===== config.mk =====
export PLATFORM = sky130hd
export DESIGN_NAME = axi_decerr_slave
export DESIGN_NICKNAME = d
export VERILOG_FILES = /design/src/rtl/axi_decerr_slave_pkg.sv /design/src/rtl/axi_decerr_slave.sv
export SDC_FILE = /design/constraint.sdc
export NUM_CORES = 1
export LEC_CHECK = 0
export ABC_AREA = 1
export BUFFER_PORTS_ARGS = -buffer_cell sky130_fd_sc_hd__buf_4
export CAP_MARGIN = 30
export CELL_PAD_IN_SITES_DETAIL_PLACEMENT = 1
export CELL_PAD_IN_SITES_GLOBAL_PLACEMENT = 2
export CORE_ASPECT_RATIO = 0.8
export CORE_MARGIN = 3
export CORE_UTILIZATION = 15
export DETAILED_ROUTE_END_ITERATION = 16
export GPL_ROUTABILITY_DRIVEN = 0
export HOLD_SLACK_MARGIN = 0.12
export PLACE_DENSITY_LB_ADDON = 0.2
export RECOVER_POWER = 50
export SYNTH_ARGS = -nofsm -noshare
export SYNTH_HDL_FRONTEND = slang
export SYNTH_SLANG_ARGS = --single-unit
export TNS_END_PERCENT = 10

===== constraint.sdc =====
create_clock -name clk_i -period 1.9 [get_ports clk_i]
set_input_delay 0.285 -clock clk_i [delete_from_list [all_inputs] [get_ports clk_i]]
set_output_delay 0.285 -clock clk_i [all_outputs]
set_load 0.02 [all_outputs]

===== src/rtl/axi_decerr_slave_pkg.sv =====
// Shared definitions for the default-slot DECERR responder: AXI response
// codes, the write/read channel state encodings and the constant read payload.
package axi_decerr_slave_pkg;

    localparam logic [1:0] RespOkay   = 2'b00;
    localparam logic [1:0] RespDecerr = 2'b11;

    // Pattern returned on every read beat so software sees an obvious marker
    localparam logic [63:0] ReadDataDefault = 64'hCA11_AB1E_BADC_AB1E;

    typedef enum logic [1:0] {
        W_IDLE = 2'd0,
        W_DATA = 2'd1,
        W_RESP = 2'd2
    } w_state_e;

    typedef enum logic {
        R_IDLE = 1'b0,
        R_DATA = 1'b1
    } r_state_e;

    // A read beat is the last one once the beat index reaches the burst length
    function automatic logic beat_is_last(input logic [7:0] cnt, input logic [7:0] len);
        return (cnt == len);
    endfunction

endpackage


===== src/rtl/axi_decerr_slave.sv =====
// AXI4 responder for the crossbar's default port. Every write and read burst
// is completed protocol-correctly with a DECERR response so that accesses to
// unmapped addresses trap instead of hanging the bus. Read and write channels
// run independently with at most one outstanding transaction each.
//
// Optional build feature: define AXI_DECERR_CAPTURE_EN to record the address
// and direction of the first unmapped access in a sticky capture register.
module axi_decerr_slave
    import axi_decerr_slave_pkg::*;
#(
    parameter int unsigned IdWidth   = 5,
    parameter int unsigned AddrWidth = 64,
    parameter int unsigned DataWidth = 64,
    parameter logic [DataWidth-1:0] ReadData = DataWidth'(ReadDataDefault)
) (
    input  logic                 clk_i,
    input  logic                 rst_ni,

    input  logic [IdWidth-1:0]   aw_id_i,
    input  logic [AddrWidth-1:0] aw_addr_i,
    input  logic                 aw_valid_i,
    output logic                 aw_ready_o,

    input  logic                 w_last_i,
    input  logic                 w_valid_i,
    output logic                 w_ready_o,

    output logic [IdWidth-1:0]   b_id_o,
    output logic [1:0]           b_resp_o,
    output logic                 b_valid_o,
    input  logic                 b_ready_i,

    input  logic [IdWidth-1:0]   ar_id_i,
    input  logic [AddrWidth-1:0] ar_addr_i,
    input  logic [7:0]           ar_len_i,
    input  logic                 ar_valid_i,
    output logic                 ar_ready_o,

    output logic [IdWidth-1:0]   r_id_o,
    output logic [DataWidth-1:0] r_data_o,
    output logic [1:0]           r_resp_o,
    output logic                 r_last_o,
    output logic                 r_valid_o,
    input  logic                 r_ready_i,

    output logic                 err_valid_o,
    output logic [AddrWidth-1:0] err_addr_o,
    output logic                 err_write_o,
    input  logic                 err_clear_i
);

    // ------------------------------------------------------------------
    // Write channel state
    // ------------------------------------------------------------------
    w_state_e            w_state_q, w_state_d;
    logic                aw_ready_q, aw_ready_d;
    logic                w_ready_q, w_ready_d;
    logic                b_valid_q, b_valid_d;
    logic [IdWidth-1:0]  b_id_q, b_id_d;

    logic aw_hs;
    logic w_hs;
    logic b_hs;

    assign aw_hs = aw_valid_i & aw_ready_q;
    assign w_hs  = w_valid_i & w_ready_q;
    assign b_hs  = b_valid_q & b_ready_i;

    // Write FSM next state: accept AW, swallow beats until last, then respond
    always_comb begin
        w_state_d  = w_state_q;
        aw_ready_d = aw_ready_q;
        w_ready_d  = w_ready_q;
        b_valid_d  = b_valid_q;
        b_id_d     = b_id_q;
        unique case (w_state_q)
            W_IDLE: begin
                if (aw_hs) begin
                    w_state_d  = W_DATA;
                    aw_ready_d = 1'b0;
                    w_ready_d  = 1'b1;
                    b_id_d     = aw_id_i;
                end
            end
            W_DATA: begin
                if (w_hs && w_last_i) begin
                    w_state_d = W_RESP;
                    w_ready_d = 1'b0;
                    b_valid_d = 1'b1;
                end
            end
            W_RESP: begin
                if (b_hs) begin
                    w_state_d  = W_IDLE;
                    b_valid_d  = 1'b0;
                    aw_ready_d = 1'b1;
                end
            end
            default: begin
                w_state_d  = W_IDLE;
                aw_ready_d = 1'b1;
                w_ready_d  = 1'b0;
                b_valid_d  = 1'b0;
            end
        endcase
    end

    // Write FSM state and registered handshake outputs
    always_ff @(posedge clk_i) begin
        if (!rst_ni) begin
            w_state_q  <= W_IDLE;
            aw_ready_q <= 1'b1;
            w_ready_q  <= 1'b0;
            b_valid_q  <= 1'b0;
            b_id_q     <= '0;
        end else begin
            w_state_q  <= w_state_d;
            aw_ready_q <= aw_ready_d;
            w_ready_q  <= w_ready_d;
            b_valid_q  <= b_valid_d;
            b_id_q     <= b_id_d;
        end
    end

    assign aw_ready_o = aw_ready_q;
    assign w_ready_o  = w_ready_q;
    assign b_valid_o  = b_valid_q;
    assign b_id_o     = b_id_q;
    assign b_resp_o   = RespDecerr;

    // ------------------------------------------------------------------
    // Read channel state
    // ------------------------------------------------------------------
    r_state_e            r_state_q, r_state_d;
    logic                ar_ready_q, ar_ready_d;
    logic                r_valid_q, r_valid_d;
    logic                r_last_q, r_last_d;
    logic [IdWidth-1:0]  r_id_q, r_id_d;
    logic [7:0]          r_len_q, r_len_d;
    logic [7:0]          r_cnt_q, r_cnt_d;

    logic ar_hs;
    logic r_hs;

    assign ar_hs = ar_valid_i & ar_ready_q;
    assign r_hs  = r_valid_q & r_ready_i;

    // Read FSM next state: accept AR, then stream len+1 beats with last on the final one
    always_comb begin
        r_state_d  = r_state_q;
        ar_ready_d = ar_ready_q;
        r_valid_d  = r_valid_q;
        r_last_d   = r_last_q;
        r_id_d     = r_id_q;
        r_len_d    = r_len_q;
        r_cnt_d    = r_cnt_q;
        unique case (r_state_q)
            R_IDLE: begin
                if (ar_hs) begin
                    r_state_d  = R_DATA;
                    ar_ready_d = 1'b0;
                    r_valid_d  = 1'b1;
                    r_id_d     = ar_id_i;
                    r_len_d    = ar_len_i;
                    r_cnt_d    = 8'd0;
                    r_last_d   = beat_is_last(8'd0, ar_len_i);
                end
            end
            R_DATA: begin
                if (r_hs) begin
                    if (r_last_q) begin
                        r_state_d  = R_IDLE;
                        ar_ready_d = 1'b1;
                        r_valid_d  = 1'b0;
                        r_last_d   = 1'b0;
                    end else begin
                        r_cnt_d  = r_cnt_q + 8'd1;
                        r_last_d = beat_is_last(r_cnt_q + 8'd1, r_len_q);
                    end
                end
            end
            default: begin
                r_state_d  = R_IDLE;
                ar_ready_d = 1'b1;
                r_valid_d  = 1'b0;
                r_last_d   = 1'b0;
            end
        endcase
    end

    // Read FSM state, beat counter and registered handshake outputs
    always_ff @(posedge clk_i) begin
        if (!rst_ni) begin
            r_state_q  <= R_IDLE;
            ar_ready_q <= 1'b1;
            r_valid_q  <= 1'b0;
            r_last_q   <= 1'b0;
            r_id_q     <= '0;
            r_len_q    <= 8'd0;
            r_cnt_q    <= 8'd0;
        end else begin
            r_state_q  <= r_state_d;
            ar_ready_q <= ar_ready_d;
            r_valid_q  <= r_valid_d;
            r_last_q   <= r_last_d;
            r_id_q     <= r_id_d;
            r_len_q    <= r_len_d;
            r_cnt_q    <= r_cnt_d;
        end
    end

    assign ar_ready_o = ar_ready_q;
    assign r_valid_o  = r_valid_q;
    assign r_last_o   = r_last_q;
    assign r_id_o     = r_id_q;
    assign r_data_o   = ReadData;
    assign r_resp_o   = RespDecerr;

    // ------------------------------------------------------------------
    // Optional first-error capture register
    // ------------------------------------------------------------------
`ifdef AXI_DECERR_CAPTURE_EN
    logic                 err_valid_q, err_valid_d;
    logic [AddrWidth-1:0] err_addr_q, err_addr_d;
    logic                 err_write_q, err_write_d;

    // Capture the first unmapped access; a write beats a same-cycle read and clear beats both
    always_comb begin
        err_valid_d = err_valid_q;
        err_addr_d  = err_addr_q;
        err_write_d = err_write_q;
        if (err_clear_i) begin
            err_valid_d = 1'b0;
            err_addr_d  = '0;
            err_write_d = 1'b0;
        end else if (!err_valid_q) begin
            if (aw_hs) begin
                err_valid_d = 1'b1;
                err_addr_d  = aw_addr_i;
                err_write_d = 1'b1;
            end else if (ar_hs) begin
                err_valid_d = 1'b1;
                err_addr_d  = ar_addr_i;
                err_write_d = 1'b0;
            end
        end
    end

    // Capture register storage
    always_ff @(posedge clk_i) begin
        if (!rst_ni) begin
            err_valid_q <= 1'b0;
            err_addr_q  <= '0;
            err_write_q <= 1'b0;
        end else begin
            err_valid_q <= err_valid_d;
            err_addr_q  <= err_addr_d;
            err_write_q <= err_write_d;
        end
    end

    assign err_valid_o = err_valid_q;
    assign err_addr_o  = err_addr_q;
    assign err_write_o = err_write_q;
`else
    logic unused_capture_inputs;

    assign unused_capture_inputs = ^{aw_addr_i, ar_addr_i, err_clear_i};

    assign err_valid_o = 1'b0;
    assign err_addr_o  = '0;
    assign err_write_o = 1'b0;
`endif

endmodule


==> impl_metrics.yaml, run 1 <==
clock_tree:
  clock_latency_ns: 0.27
  h-tree-depth: 2
  clk_pin_slew_worst_paths_ns: 0.06
  cts_root_buffer: "clkbuf_16"
  cts_made_buffers: 5
  holdBufCountCts: 0
  clock-sinks: 35
  cts_setup_buffers: 0
  cts_tree: "done"
  clock_path_buffers: 2
  cts_resized: 0
floorplan:
  core_area_sq_um: 16820
  die_h_um: 124.2
  start_util: 0.1557
  placementRows: 42
  die-area_sq_um: 19080
  num_io_pins: 305
  die_w_um: 153.7
finish:
  syn_to_final_growth_pct: 6.310
  diodes: 0
  layout-drive-gt1-share: 0.1141
  utilization: 0.1655
  instances_no_fill: 632
  finalNetCount: 567
synth:
  syn_area_sq_um: 2618
  ys_types: 28
  netlist.area_leader.share: 0.3843
  synthTopCellsByArea: "buf_4, dfxtp_1, nand2_1"
  async_reset_ff_frac: 0
  yosys_register_bits: 35
  postSynthCellCount: 368
  synth_most_common_cell: "buf_4"
  yosysWarnings: 0
  ys_seq_area_frac: 0.2677
  synth_commonest_cells: "buf_4, nand2_1, nor2_1"
  avgSynthCellArea_sq_um: 7.113
  synth-edff-count: 0
  synth_top_area_cell: "buf_4"
  synth-main-ff-cell: "dfxtp_1"
setup_path:
  required_ns: 2.11
  r2r_cells: 10
  rrSetupSlack_ns: 0.25
  r2r_end: "r_last_o"
  path_max_fanout: 7
  regToRegStartpoint: "r_cnt_q[0]"
  cp-endpoint: "r_last_o"
  crit_start: "r_cnt_q[0]"
  critPathKind: "reg2reg"
  arrival_ns: 1.87
  start_kind: "flop"
  cp-end-kind: "flop"
hold_path:
  hold_depth: 3
  min-delay-path-class: "in2reg"
run:
  max_cap_viol_count: 0
drt:
  routed_wl_mm: 6.616
  vias: 1949
  first_pass_iters: 4
  drt_iter0_drc: 52
  viasPerCell: 3.084
  wl_per_cell_um: 10.47
  route.detailed.drc: 0
  ant_nets: 0
timing:
  final.min_clock_period_ns: 1.655
  finalHoldViolations: 0
  slew_viol_final: 0
  worst_pin_slew_ns: 0.5609
  setup_viol: 0
  layout_setup_ws_ns: 0.2455
  post-route-period-util: 0.8708
  rsz0062_at_grt: "false"
  fmax_ghz: 0.6044
  fin_skew_ns: 0.004808
  maxSlewHeadroom: 0.6257
  tns_ns: 0
global_routing:
  grt_max_degree: 23
  grt_util_all_layers: 0.06485
  first_global_vias: 1910
  grt_pass1_wl_mm: 9.839
  grt-ovfl-total: 0
  antenna_found_initial: 0
placement:
  dp_hpwl_mm: 5.299
  port_buffers: 41
  placed_cells: 624
  dp_slack_ns: 0.2057
power:
  power_density_nw_per_um2: 821.7
  power_leakage_nw: 1.320
  ir_drop_mv: 0.3086
outcome:
  status: "finished clean"
## state kept, by name (all words and copies together), names as in the netlist
register,cells
r_cnt_q,8
r_len_q,8
b_id_o,5
r_id_o,5
w_state_q,2
ar_ready_o,1
aw_ready_o,1
b_valid_o,1
r_last_o,1
r_state_q,1
r_valid_o,1
w_ready_o,1
## cells in the final DEF (no fill, tap or decap), types with 3 or more instances in the layout
| cell | instances |
|---|---|
| a21oi_1 | 21 |
| buf_4 | 27 |
| clkbuf_1 | 17 |
| clkbuf_16 | 5 |
| conb_1 | 134 |
| dfxtp_1 | 35 |
| inv_1 | 23 |
| nand2_1 | 43 |
| nand3_1 | 19 |
| nand4_1 | 3 |
| nor2_1 | 39 |
| nor2_2 | 3 |
| nor3_1 | 3 |
| o21ai_0 | 22 |
## cells by family after synthesis
kind of cell,Yosys count,share of synthesized area
DFF,35,0.2677
buffers and inverters,164,0.4278
other,2,0.002869
adders and majority gates,1,0.004779
AOI/OAI and AO/OA,48,0.09895
and+or+nand+nor,118,0.1979
## worst max-delay path, stage by stage (launching register included)
cell and delay (ns):
dfxtp_1 0.47, ha_1 0.30, inv_1 0.08, nor2_1 0.04, nor2_1 0.09, nand3_1 0.08, nor2_1 0.14, nand3_1 0.10
nor2_2 0.09, nand3_1 0.09, a21oi_2 0.12
## routing by layer
layer  up-vias  track usage  wire [um]
met1       880      0.08174       2956
met4         0      0.01158         17
met2        89       0.1065       3022
met3         2      0.02605        620
li1        978            -          -
met5         -            0          0
## area by class of cell
class / instances / area, sq um
inverters: 24 / 90.09
clock buffers: 8 / 156.4
fillers: 2126 / 14030
flip-flops and latches: 35 / 700.7
multi-input cells: 301 / 1292
repair buffers: 44 / 267.8
well taps: 220 / 275.3
## where the power goes
group	switching (mW)	internal (mW)	total, mW	leakage, nW
clock network	0.317	0.559	0.876	0.0772
logic	0.458	0.114	0.572	0.955
registers	0.0415	0.797	0.839	0.288
total	0.817	1.47	2.29	1.32
## stage by stage
step / hold slack (ns) / power (mW) / area, sq um
finish: 0.2401 / 2.287 / 2783
global route: 0.2433 / 2.438 / 2783
CTS: 0.2344 / 2.366 / 2845
detailed placement: 0.4749 / 1.461 / 2689
global placement: 0.4650 / 1.458 / 2689
floorplan: 0.4199 / 1.491 / 3113
## worst min path at each step
stage                 end  slack [ns]       start
3_3_place_gp   r_len_q[7]        0.46  r_len_q[7]
3_5_place_dp   r_len_q[2]        0.47  r_len_q[2]
4_1_cts         b_id_o[3]        0.23  aw_id_i[3]
5_1_grt         b_id_o[0]        0.24  aw_id_i[0]
2_1_floorplan   b_id_o[0]        0.42  aw_id_i[0]
6_report        b_id_o[3]        0.24  aw_id_i[3]
No activity file was read; power rests on OpenSTA's default activity.
==> run 2, diff against run 1 <==
CORE_MARGIN = default   (was 3)
==> run 2 against run 1 <==
First-iteration DRC count is 44% lower. Die area decreased by 5.7%. Non-clock buffer count stayed put. Routed wire length down 3.4%. Power increased by 3.8%. Design area rose by 0.45%. Largest cell class unchanged. Highest routed layer unchanged.
==> impl_metrics.yaml, run 2 (synthesized netlist as in run 1, its figures left out) <==
run:
  max_cap_viol_count: 0
timing:
  finalHoldViolations: 0
  rsz0062_at_grt: "false"
  fin_skew_ns: 0.006648
  worst_pin_slew_ns: 0.5469
  fmax_ghz: 0.6084
  hold_ws_ns: 0.2236
  tns_ns: 0
  maxSlewHeadroom: 0.6350
  setup_viol: 0
  final.min_clock_period_ns: 1.644
  post-route-period-util: 0.8651
  slew_viol_final: 0
setup_path:
  arrival_ns: 1.86
  critPathKind: "reg2reg"
  required_ns: 2.12
  cp-end-kind: "flop"
  path_max_fanout: 7
  start_kind: "flop"
global_routing:
  grt_max_degree: 23
  grt_util_all_layers: 0.07152
  grt_pass1_wl_mm: 9.998
  first_global_vias: 1815
  antenna_found_initial: 0
  grt-ovfl-total: 0
clock_tree:
  clock-sinks: 35
  clock_latency_ns: 0.28
  cts_setup_buffers: 0
  holdBufCountCts: 0
  cts_made_buffers: 5
  clock_path_buffers: 2
  cts_tree: "done"
  cts_resized: 0
  cts_root_buffer: "clkbuf_16"
  clk_pin_slew_worst_paths_ns: 0.06
  h-tree-depth: 2
hold_path:
  min-delay-path-class: "in2reg"
drt:
  first_pass_iters: 4
  routed_wl_mm: 6.389
  ant_nets: 0
  route.detailed.drc: 0
  vias: 1957
  wl_per_cell_um: 10.11
  drt_iter0_drc: 29
  viasPerCell: 3.097
finish:
  final_common_cell: "conb_1"
  utilization: 0.1662
  final_cell_mix: "conb_1, nand2_1, nor2_1, dfxtp_1, buf_4"
  layout-drive-gt1-share: 0.1165
  instances_no_fill: 632
  diodes: 0
  top_regs: "r_cnt_q x8, r_len_q x8"
  syn_to_final_growth_pct: 6.788
  finalNetCount: 567
floorplan:
  placementRows: 42
  core_area_sq_um: 16820
  die_w_um: 149.7
  die_h_um: 120.2
  die-area_sq_um: 17990
  start_util: 0.1557
  num_io_pins: 305
placement:
  placed_cells: 624
  dp_hpwl_mm: 4.960
  port_buffers: 41
power:
  power_density_nw_per_um2: 849.2
  power_leakage_nw: 1.327
  ir_drop_mv: 0.4391
outcome:
  status: "finished clean"
run 2: changes by cell type in the layout (fill, tap and decap cells not counted):
cell	delta
clkbuf_1	-1
bufinv_16	+1
clkbuf_8	-2
clkinv_4	+1
clkinv_2	+1
run 2: worst max-delay path, stage by stage, from the launching register on:
cell     delay (ns)
dfxtp_1        0.46
ha_1           0.30
inv_1          0.08
nor2_1         0.04
nor2_1         0.09
nand3_1        0.09
nor2_1         0.13
nand3_1        0.10
nor2_2         0.09
nand3_1        0.08
a21oi_2        0.12
run 2: final timing paths:
kind | startpoint | endpoint | slack (ns) | cells after the start
worst max-delay path | r_cnt_q[0] | r_last_o | 0.26 | 10
worst min-delay path | aw_id_i[1] | b_id_o[1] | 0.22 | 3
worst max register to register | r_cnt_q[0] | r_last_o | 0.26 | 10
worst min register to register | r_len_q[7] | r_len_q[7] | 0.48 | 2
run 2: cell type report:
class                   instances  area [sq um]
repair buffers                 44         267.8
multi-input cells             301          1292
inverters                      24         90.09
well taps                     220         275.3
clock buffers                   5         125.1
fillers                      2117         14020
clock inverters                 3         43.79
flip-flops and latches         35         700.7
run 2: metal layers:
metal / share of wire / track usage
met4: 0.0038 / 0.01326
met2: 0.45 / 0.1094
met5: 0 / 0
met3: 0.094 / 0.02700
met1: 0.46 / 0.09530
run 2: stage by stage:
stage                     worst slack, ns  instance area, sq um  total power [mW]
after detailed placement           0.2105                  2689             1.461
after global routing              0.07874                  2795             2.527
after global placement             0.2399                  2689             1.457
after CTS                          0.1881                  2858             2.454
after floorplan                    0.5347                  3113             1.491
final                              0.2563                  2795             2.374
run 2: report_power, final:
part / internal [mW] / switching (mW)
logic: 0.114 / 0.456
clock network: 0.619 / 0.346
registers: 0.797 / 0.0417
total: 1.53 / 0.843
